===== src/rtl/uart_rx_fifo_if.sv =====
// UART receive FIFO bus: frame input from the RX engine and host read side.
// The master drives frames and reads; the slave is the FIFO.
interface uart_rx_fifo_if #(
    parameter int ADDR_W = 4
);
    logic              rx_done;
    logic [7:0]        rx_data;
    logic              parity_error;
    logic [1:0]        data_bit_num;
    logic              rd_en;
    logic              ovf_clr;
    logic [7:0]        rd_data;
    logic              rd_perr;
    logic              rd_valid;
    logic              empty;
    logic              full;
    logic [ADDR_W:0]   count;
    logic              overflow;
    logic              rts_n;

    modport master (
        output rx_done, rx_data, parity_error, data_bit_num,
        output rd_en, ovf_clr,
        input  rd_data, rd_perr, rd_valid, empty, full,
        input  count, overflow, rts_n
    );

    modport slave (
        input  rx_done, rx_data, parity_error, data_bit_num,
        input  rd_en, ovf_clr,
        output rd_data, rd_perr, rd_valid, empty, full,
        output count, overflow, rts_n
    );
endinterface


===== src/rtl/uart_rx_fifo.sv =====
// UART receive buffer: captures frames on rx_done rising edge into a
// circular FIFO with registered read data, rts_n threshold and sticky overflow.
module uart_rx_fifo #(
    parameter int DEPTH     = 16,
    parameter int ADDR_W    = 4,
    parameter int AFULL_LVL = 12
) (
    input  logic          clk,
    input  logic          reset,
    uart_rx_fifo_if.slave bus
);
    localparam logic [ADDR_W:0]   FULL_C  = (ADDR_W+1)'(DEPTH);
    localparam logic [ADDR_W:0]   AFULL_C = (ADDR_W+1)'(AFULL_LVL);
    localparam logic [ADDR_W:0]   CNT_ONE = (ADDR_W+1)'(1);
    localparam logic [ADDR_W-1:0] PTR_ONE = ADDR_W'(1);

    logic                rx_done_q;
    logic [ADDR_W-1:0]   wr_ptr_q;
    logic [ADDR_W-1:0]   rd_ptr_q;
    logic [ADDR_W:0]     count_q;
    logic [ADDR_W:0]     count_d;
    logic [8:0]          mem_q [DEPTH];
    logic [7:0]          rd_data_q;
    logic                rd_perr_q;
    logic                rd_valid_q;
    logic                overflow_q;
    logic                rts_n_q;

    logic                push;
    logic                pop;
    logic                wr_en;
    logic                empty;
    logic                full;
    logic [7:0]          data_m;

    assign empty = (count_q == '0);
    assign full  = (count_q == FULL_C);
    assign push  = bus.rx_done & ~rx_done_q;
    assign pop   = bus.rd_en & ~empty;
    // A pop in the same cycle frees a slot, so a full FIFO still accepts
    assign wr_en = push & (~full | pop);

    always_comb begin
        data_m = bus.rx_data;
        unique case (bus.data_bit_num)
            2'b00: data_m = bus.rx_data & 8'h1F;
            2'b01: data_m = bus.rx_data & 8'h3F;
            2'b10: data_m = bus.rx_data & 8'h7F;
            2'b11: data_m = bus.rx_data;
        endcase
    end

    always_comb begin
        count_d = count_q;
        if (wr_en & ~pop)
            count_d = count_q + CNT_ONE;
        else if (pop & ~wr_en)
            count_d = count_q - CNT_ONE;
    end

    always_ff @(posedge clk) begin
        if (wr_en)
            mem_q[wr_ptr_q] <= {bus.parity_error, data_m};
    end

    always_ff @(posedge clk or posedge reset) begin
        if (reset) begin
            rx_done_q  <= 1'b1;
            wr_ptr_q   <= '0;
            rd_ptr_q   <= '0;
            count_q    <= '0;
            rd_data_q  <= '0;
            rd_perr_q  <= 1'b0;
            rd_valid_q <= 1'b0;
            overflow_q <= 1'b0;
            rts_n_q    <= 1'b0;
        end else begin
            rx_done_q  <= bus.rx_done;
            count_q    <= count_d;
            rts_n_q    <= (count_d >= AFULL_C);
            rd_valid_q <= pop;
            if (wr_en)
                wr_ptr_q <= wr_ptr_q + PTR_ONE;
            if (pop) begin
                rd_ptr_q  <= rd_ptr_q + PTR_ONE;
                rd_data_q <= mem_q[rd_ptr_q][7:0];
                rd_perr_q <= mem_q[rd_ptr_q][8];
            end
            if (push & ~wr_en)
                overflow_q <= 1'b1;
            else if (bus.ovf_clr)
                overflow_q <= 1'b0;
        end
    end

    assign bus.rd_data  = rd_data_q;
    assign bus.rd_perr  = rd_perr_q;
    assign bus.rd_valid = rd_valid_q;
    assign bus.empty    = empty;
    assign bus.full     = full;
    assign bus.count    = count_q;
    assign bus.overflow = overflow_q;
    assign bus.rts_n    = rts_n_q;
endmodule


===== src/flat_wrapper.sv =====
// flat-port wrapper written by rule: the top's interface ports become plain ports
module uart_rx_fifo_flat 
#(
    parameter int DEPTH     = 16,
    parameter int ADDR_W    = 4,
    parameter int AFULL_LVL = 12
)
  (clk, reset, bus_rx_done, bus_rx_data, bus_parity_error, bus_data_bit_num, bus_rd_en, bus_ovf_clr, bus_rd_data, bus_rd_perr, bus_rd_valid, bus_empty, bus_full, bus_count, bus_overflow, bus_rts_n);
  uart_rx_fifo_if #(.ADDR_W(ADDR_W)) bus_i ();
  input  logic clk;
  input  logic reset;
  input wire logic [$bits(bus_i.rx_done)-1:0] bus_rx_done;
  input wire logic [$bits(bus_i.rx_data)-1:0] bus_rx_data;
  input wire logic [$bits(bus_i.parity_error)-1:0] bus_parity_error;
  input wire logic [$bits(bus_i.data_bit_num)-1:0] bus_data_bit_num;
  input wire logic [$bits(bus_i.rd_en)-1:0] bus_rd_en;
  input wire logic [$bits(bus_i.ovf_clr)-1:0] bus_ovf_clr;
  output wire logic [$bits(bus_i.rd_data)-1:0] bus_rd_data;
  output wire logic [$bits(bus_i.rd_perr)-1:0] bus_rd_perr;
  output wire logic [$bits(bus_i.rd_valid)-1:0] bus_rd_valid;
  output wire logic [$bits(bus_i.empty)-1:0] bus_empty;
  output wire logic [$bits(bus_i.full)-1:0] bus_full;
  output wire logic [$bits(bus_i.count)-1:0] bus_count;
  output wire logic [$bits(bus_i.overflow)-1:0] bus_overflow;
  output wire logic [$bits(bus_i.rts_n)-1:0] bus_rts_n;
  assign bus_i.rx_done = bus_rx_done;
  assign bus_i.rx_data = bus_rx_data;
  assign bus_i.parity_error = bus_parity_error;
  assign bus_i.data_bit_num = bus_data_bit_num;
  assign bus_i.rd_en = bus_rd_en;
  assign bus_i.ovf_clr = bus_ovf_clr;
  assign bus_rd_data = bus_i.rd_data;
  assign bus_rd_perr = bus_i.rd_perr;
  assign bus_rd_valid = bus_i.rd_valid;
  assign bus_empty = bus_i.empty;
  assign bus_full = bus_i.full;
  assign bus_count = bus_i.count;
  assign bus_overflow = bus_i.overflow;
  assign bus_rts_n = bus_i.rts_n;
  uart_rx_fifo #(.DEPTH(DEPTH), .ADDR_W(ADDR_W), .AFULL_LVL(AFULL_LVL)) u_core (.clk(clk), .reset(reset), .bus(bus_i));
endmodule

===== config.mk =====
export PLATFORM = sky130hd
export DESIGN_NAME = uart_rx_fifo_flat
export DESIGN_NICKNAME = d
export VERILOG_FILES = /design/src/rtl/uart_rx_fifo_if.sv /design/src/rtl/uart_rx_fifo.sv /design/src/flat_wrapper.sv
export SDC_FILE = /design/constraint.sdc
export NUM_CORES = 1
export LEC_CHECK = 0
export BUFFER_PORTS_ARGS = -buffer_cell sky130_fd_sc_hd__buf_4
export CORE_MARGIN = 2
export CORE_UTILIZATION = 45
export CTS_CLUSTER_DIAMETER = 150
export DETAILED_ROUTE_END_ITERATION = 8
export GPL_TIMING_DRIVEN = 0
export PLACE_DENSITY = 0.7
export SLEW_MARGIN = 20
export SYNTH_ARGS = -nofsm -noshare
export SYNTH_HDL_FRONTEND = slang
export SYNTH_SLANG_ARGS = --single-unit
export TNS_END_PERCENT = 20

===== constraint.sdc =====
create_clock -name clk -period 5.29 [get_ports clk]
set_clock_uncertainty 0.2 [all_clocks]
set_input_delay 0.2645 -clock clk [delete_from_list [all_inputs] [get_ports clk]]
set_output_delay 0.2645 -clock clk [all_outputs]
set_load 0.01 [all_outputs]

Yosys cells after proc, flatten, opt, wreduce, memory -nomap -nowiden

Memory sizes are Yosys's and may differ from the RTL's. A register that Yosys moved wholly into a read port is not among the register bits.
Cells that the tools add are included.
W data, S select, Z words.

Magnitude comparators: 1
Reduce and logical (&&, ||, !) cells: 3
Muxes and demuxes: 7
Add/subtract/negate cells: 4
Bitwise gates (word level): 12
Equality and inequality tests: 4

Operator list:

| cell                  | number |
|---|---|
| $pmux W8 S4           | 1 |
| $mux W5               | 2 |
| $add A4 B1 Y4 const B | 2 |
| $and A1 B1 Y1         | 6 |
| $add A5 B1 Y5 const B | 1 |
| $eq A5 B5 Y1 const B  | 1 |
| $ge A5 B4 Y1 const B  | 1 |
| $logic_not A5 Y1      | 1 |
| $not A1 Y1            | 5 |
| $sub A5 B1 Y5 const B | 1 |
| $eq A2 B2 Y1 const B  | 2 |
| $mux W1               | 4 |
| $eq A2 B1 Y1 const B  | 1 |
| $logic_not A2 Y1      | 1 |
| $reduce_bool A2 Y1    | 1 |
| $or A1 B1 Y1          | 1 |

Bits in registers: 17
Output and inout bits: 19
Bits of input ports: 16
Memories: 1
Word-level logic and storage cells: 39
Memory bits (writable): 144

Memories:

| name         | depth | bits a word | rd ports | clocked after Yosys merged registers in | write ports | line               | RTL |
|---|---|---|---|---|---|---|---|
| u_core.mem_q | 16    | 9           | 1        | 1                                       | 1           | uart_rx_fifo.sv:22 | `logic [8:0] mem_q [DEPTH];` |

Longest topological paths before layout

Depth in word-level cells: 10
Depth in mapped cells: 8
Depth with buffers taken out: 8

Worst setup path before layout

Ideal clock, no wire load.

Path type: reg2reg
Start point: reg u_core.count_q[1], in the netlist u_core.bus.count[1]
End point: mem u_core.mem_q[3][0], enable pin
Buffers on the path: 0
Library setup time: 0.387 ns
Path slack: 2.543 ns
Data arrival time: 2.161 ns
Stages on the path, launching flop included: 7
Data required time: 4.703 ns
Period minus slack after synthesis: 2.747 ns
Cell sequence: dfrtp_1 inv_1 ha_1 nor3b_2 a31oi_2 nand2_1 nor3_1

Cells in the longest elaborated chain, start to end: 7
Elaborated cells between the ends (all ways): 9
Those cells by class: eq/ne (1); mux (2); bitwise (5); reduce/logical (1)

Ends and longest elaborated chain:

| what                            | line               | RTL |
|---|---|---|
| start, declared                 | uart_rx_fifo.sv:20 | `logic [ADDR_W:0] count_q;` |
| start signal, assigned          | uart_rx_fifo.sv:79 | `count_q <= count_d;` |
| $logic_not A5 Y1                | uart_rx_fifo.sv:36 | `assign empty = (count_q == '0);` |
| $not A1 Y1                      | uart_rx_fifo.sv:39 | `assign pop = bus.rd_en & ~empty;` |
| $and A1 B1 Y1                   | uart_rx_fifo.sv:39 |  |
| $or A1 B1 Y1 *                  | uart_rx_fifo.sv:41 | `assign wr_en = push & (~full \| pop);` |
| $and A1 B1 Y1 *                 | uart_rx_fifo.sv:41 |  |
| $mux W1 *                       | uart_rx_fifo.sv:62 | `if (wr_en)` |
| $mux W1 (not written as such) * | uart_rx_fifo.sv:63 | `mem_q[wr_ptr_q] <= {bus.parity_error, data_m};` |
| end, declared                   | uart_rx_fifo.sv:22 |  |

Every way passes the cells marked *; elsewhere a longest branch is shown, timed or not.

Worst setup path after layout

Start point: reg u_core.count_q[1], in the netlist u_core.bus.count[1]
End point: mem u_core.mem_q[11][4], enable pin

Same word-level chain as after synthesis.

==> key figures <==
Clock network
  – CTS buffer count: 17
  – H-Tree Depth: 4
  – CTS tree: yes
  – CTS Buffer Depth: 2
  – Clock Sinks: 170
  – Later-pin clock latency in the skew report: 0.43 ns
  – Root Driver: clkbuf_16
  – Worst-path clk slew: 0.07 ns

Global route
  – Largest net degree at the start of global routing: 27
  – Vias in the first global route: 3,584
  – Initial antenna violation count: 0
  – Congestion Overflow GR: 0
  – First-pass GRT wire length: 20.5 mm
  – Total track usage: 17.8%

Critical path
  – CP startpoint kind: flip-flop
  – FF-to-FF setup slack: 2.11 ns
  – Worst Path Max Fanout: 9
  – Crit path capture type: flip-flop
  – Crit path DAT: 3.02 ns
  – Crit path required time: 5.13 ns
  – Crit Path Category: flip-flop to flip-flop

Power and ir drop
  – Static Leak: 2.77 nW
  – Maximum VDD drop: 0.313 mV
  – PD cells: 502 nW/um2

Logic synthesis
  – Top post-synthesis cells by area: edfxtp_1 (64%), mux4_2 (12%), dfrtp_1 (9.2%)
  – Synth Flop Type: edfxtp_1
  – Syn avg cell area: 19.2 um2
  – Fraction of the yosys area taken by sequential cells: 73.4%
  – Synth Net Count: 376
  – Distinct cells, synth: 42
  – Synth Warn #: 0
  – Yosys top cell by area: edfxtp_1
  – Syn Inst Count: 353
  – Register bit count reported by yosys: 170
  – Synth top area share: 63.8%
  – Cell with the most instances after synthesis: edfxtp_1
  – Number of flops mapped to enable cells by yosys: 144
  – Synth cell count leaders: edfxtp_1 (144), mux4_2 (35), nand2_1 (27), dfrtp_1 (25), mux2i_1 (17)
  – Async S/R FF share, synth: 15.3%
  – Mapped cell area: 6780 um2

Layout
  – Finished Layout Cells: 616
  – Multi-input gate area: 1700 um2
  – Synthesis-to-layout area growth: 17.5%
  – Layout cell share with drive strength beyond 1: 28.0%
  – Nets: 443
  – Ant. Diodes: 0
  – Storage element area: 4980 um2
  – Fill count: 1,143

STA
  – RSZ-0062 raised after global routing: false
  – Fin crit period: 3.18 ns
  – Fmax: 315 MHz
  – Setup Viol. Count Final: 0
  – Final Hold Fails: 0
  – Fin crit share: 60.0%
  – Slew Viols, Final: 0
  – Rel. slew slack: 28.5%
  – TNS Setup: 0 ns
  – Worst-Margin Slew: 1.07 ns

Floorplan
  – Initial Utilization: 46.3%
  – Die width: 127 um
  – Site Rows: 44
  – Core ar.: 14,600 um2
  – Die area: 16,100 um2
  – DIE HEIGHT: 127 um
  – # IOs: 35

Placement
  – Placed Cells: 575
  – I/O Buffers: 34
  – Hpwl dp: 8.64 mm
  – Gpl congestion: 0.822

Run
  – Max Cap Viol: 0

Detailed routing
  – Post-route DRC: 0
  – ANT nets after route: 0
  – Drt total wl: 13.3 mm
  – Via density: 5.57
  – Drt wl/cell: 21.7 um
  – Via count: 3,431
  – First drt pass iteration count: 5
  – DR iter-0 viols: 395

Hold path
  – Hold Path Class: input port to async pin

Run status
  – Run status: finished clean
[power by group]
| part | switching (mW) | internal (mW) | leakage [nW] | total [mW] |
|---|---|---|---|---|
| Combinational | 0.596 | 0.546 | 0.889 | 1.14 |
| Clock | 0.514 | 0.647 | 0.262 | 1.16 |
| Sequential | 0.0958 | 1.60 | 1.62 | 1.70 |
| Total | 1.21 | 2.79 | 2.77 | 4.00 |
[state kept, by name, summed over array words and instances, names as in the netlist]
name,cells
u_core.bus.count,5
u_core.bus.rd_valid,1
u_core.bus.rd_perr,1
u_core.wr_ptr_q,4
u_core.rx_done_q,1
u_core.bus.rts_n,1
u_core.rd_ptr_q,4
u_core.mem_q,144
u_core.bus.rd_data,8
u_core.bus.overflow,1
[metal layers]
| layer | global-route usage, % | routed length [um] |
|---|---|---|
| met1 | 23.0 | 5740 |
| met2 | 29.8 | 6820 |
| met3 | 4.22 | 526 |
| met4 | 6.46 | 244 |
| met5 | 0 | 0 |
[critical path, cell delays in order, from the launching register on]
cell     delay, ns
dfrtp_1       0.48
inv_1         0.12
ha_1          0.22
nor3b_2       0.21
a31oi_2       0.43
nand2_1       0.25
nor2_1        0.87
[placed cells by master (no fill, tap or decap), types with 5 or more instances in the layout]
| cell | count |
|---|---|
| ha_1 | 7 |
| dfrtp_1 | 25 |
| o221ai_1 | 8 |
| dlygate4sd3_1 | 10 |
| buf_4 | 39 |
| edfxtp_1 | 144 |
| xnor2_1 | 8 |
| nor2_1 | 15 |
| o21ai_0 | 5 |
| clkbuf_1 | 5 |
| nand2_1 | 27 |
| mux2i_1 | 17 |
| clkbuf_16 | 17 |
| mux4_2 | 35 |
| inv_1 | 7 |
[kinds of logic (layout without fill, tap and decap cells)]
kind of cell	count (synthesis)	count (layout)	share of synthesized area, %
AOI/OAI and AO/OA	26	26	2.95
xor gates and xnor gates	8	8	1.03
adders and majority gates	7	7	1.29
buffers and inverters	25	104	1.79
DFF	170	170	73.4
muxes	54	54	14.9
and+or+nand+nor	63	63	4.60
[cell type report]
| class | count | share of cell area (%) |
|---|---|---|
| buffer | 16 | 1.07 |
| multi-input combinational | 158 | 21.4 |
| clock inverter | 13 | 1.49 |
| inverter | 9 | 0.456 |
| sequential | 170 | 62.5 |
| timing repair buffer | 48 | 4.84 |
| tap | 184 | 2.89 |
| clock buffer | 18 | 5.39 |
[per-stage QoR]
step	setup slack, ns	total power, mW	util [%]	area [um2]	hold slack (ns)
after global placement	1.75	2.83	49.6	7260	0.189
after detailed placement	2.14	2.87	49.9	7310	0.193
after global routing	1.93	4.18	54.4	7960	0.283
final	2.11	4.00	54.4	7960	0.256
after floorplan	2.54	2.49	-	6780	0.0690
after CTS	2.10	4.03	54.4	7960	0.253
[timing repair]
action,in CTS,in global routing
buffers inserted,0,0
hold endpoints to repair,124,0
hold buffers,10,0
resized for setup,0,0
[path summary, 6_finish.rpt]
| path | startpoint | endpoint | cells after the start |
|---|---|---|---|
| worst min register to register | u_core.bus.rd_data[3]$_DFFE_PP0P_ | u_core.bus.rd_data[3]$_DFFE_PP0P_ | 2 |
| max in group asynchronous | reset | u_core.bus.rd_valid$_DFF_PP0_ | 3 |
| worst min-delay path | reset | u_core.bus.rd_data[1]$_DFFE_PP0P_ | 3 |
| worst max register to register | u_core.bus.count[1]$_DFF_PP0_ | u_core.mem_q[11][4]$_DFFE_PP_ | 6 |
| worst max-delay path | u_core.bus.count[1]$_DFF_PP0_ | u_core.mem_q[11][4]$_DFFE_PP_ | 6 |
| min in group clk | bus_rx_data[5] | u_core.mem_q[11][5]$_DFFE_PP_ | 2 |
Power figures use the tool's default switching activity.
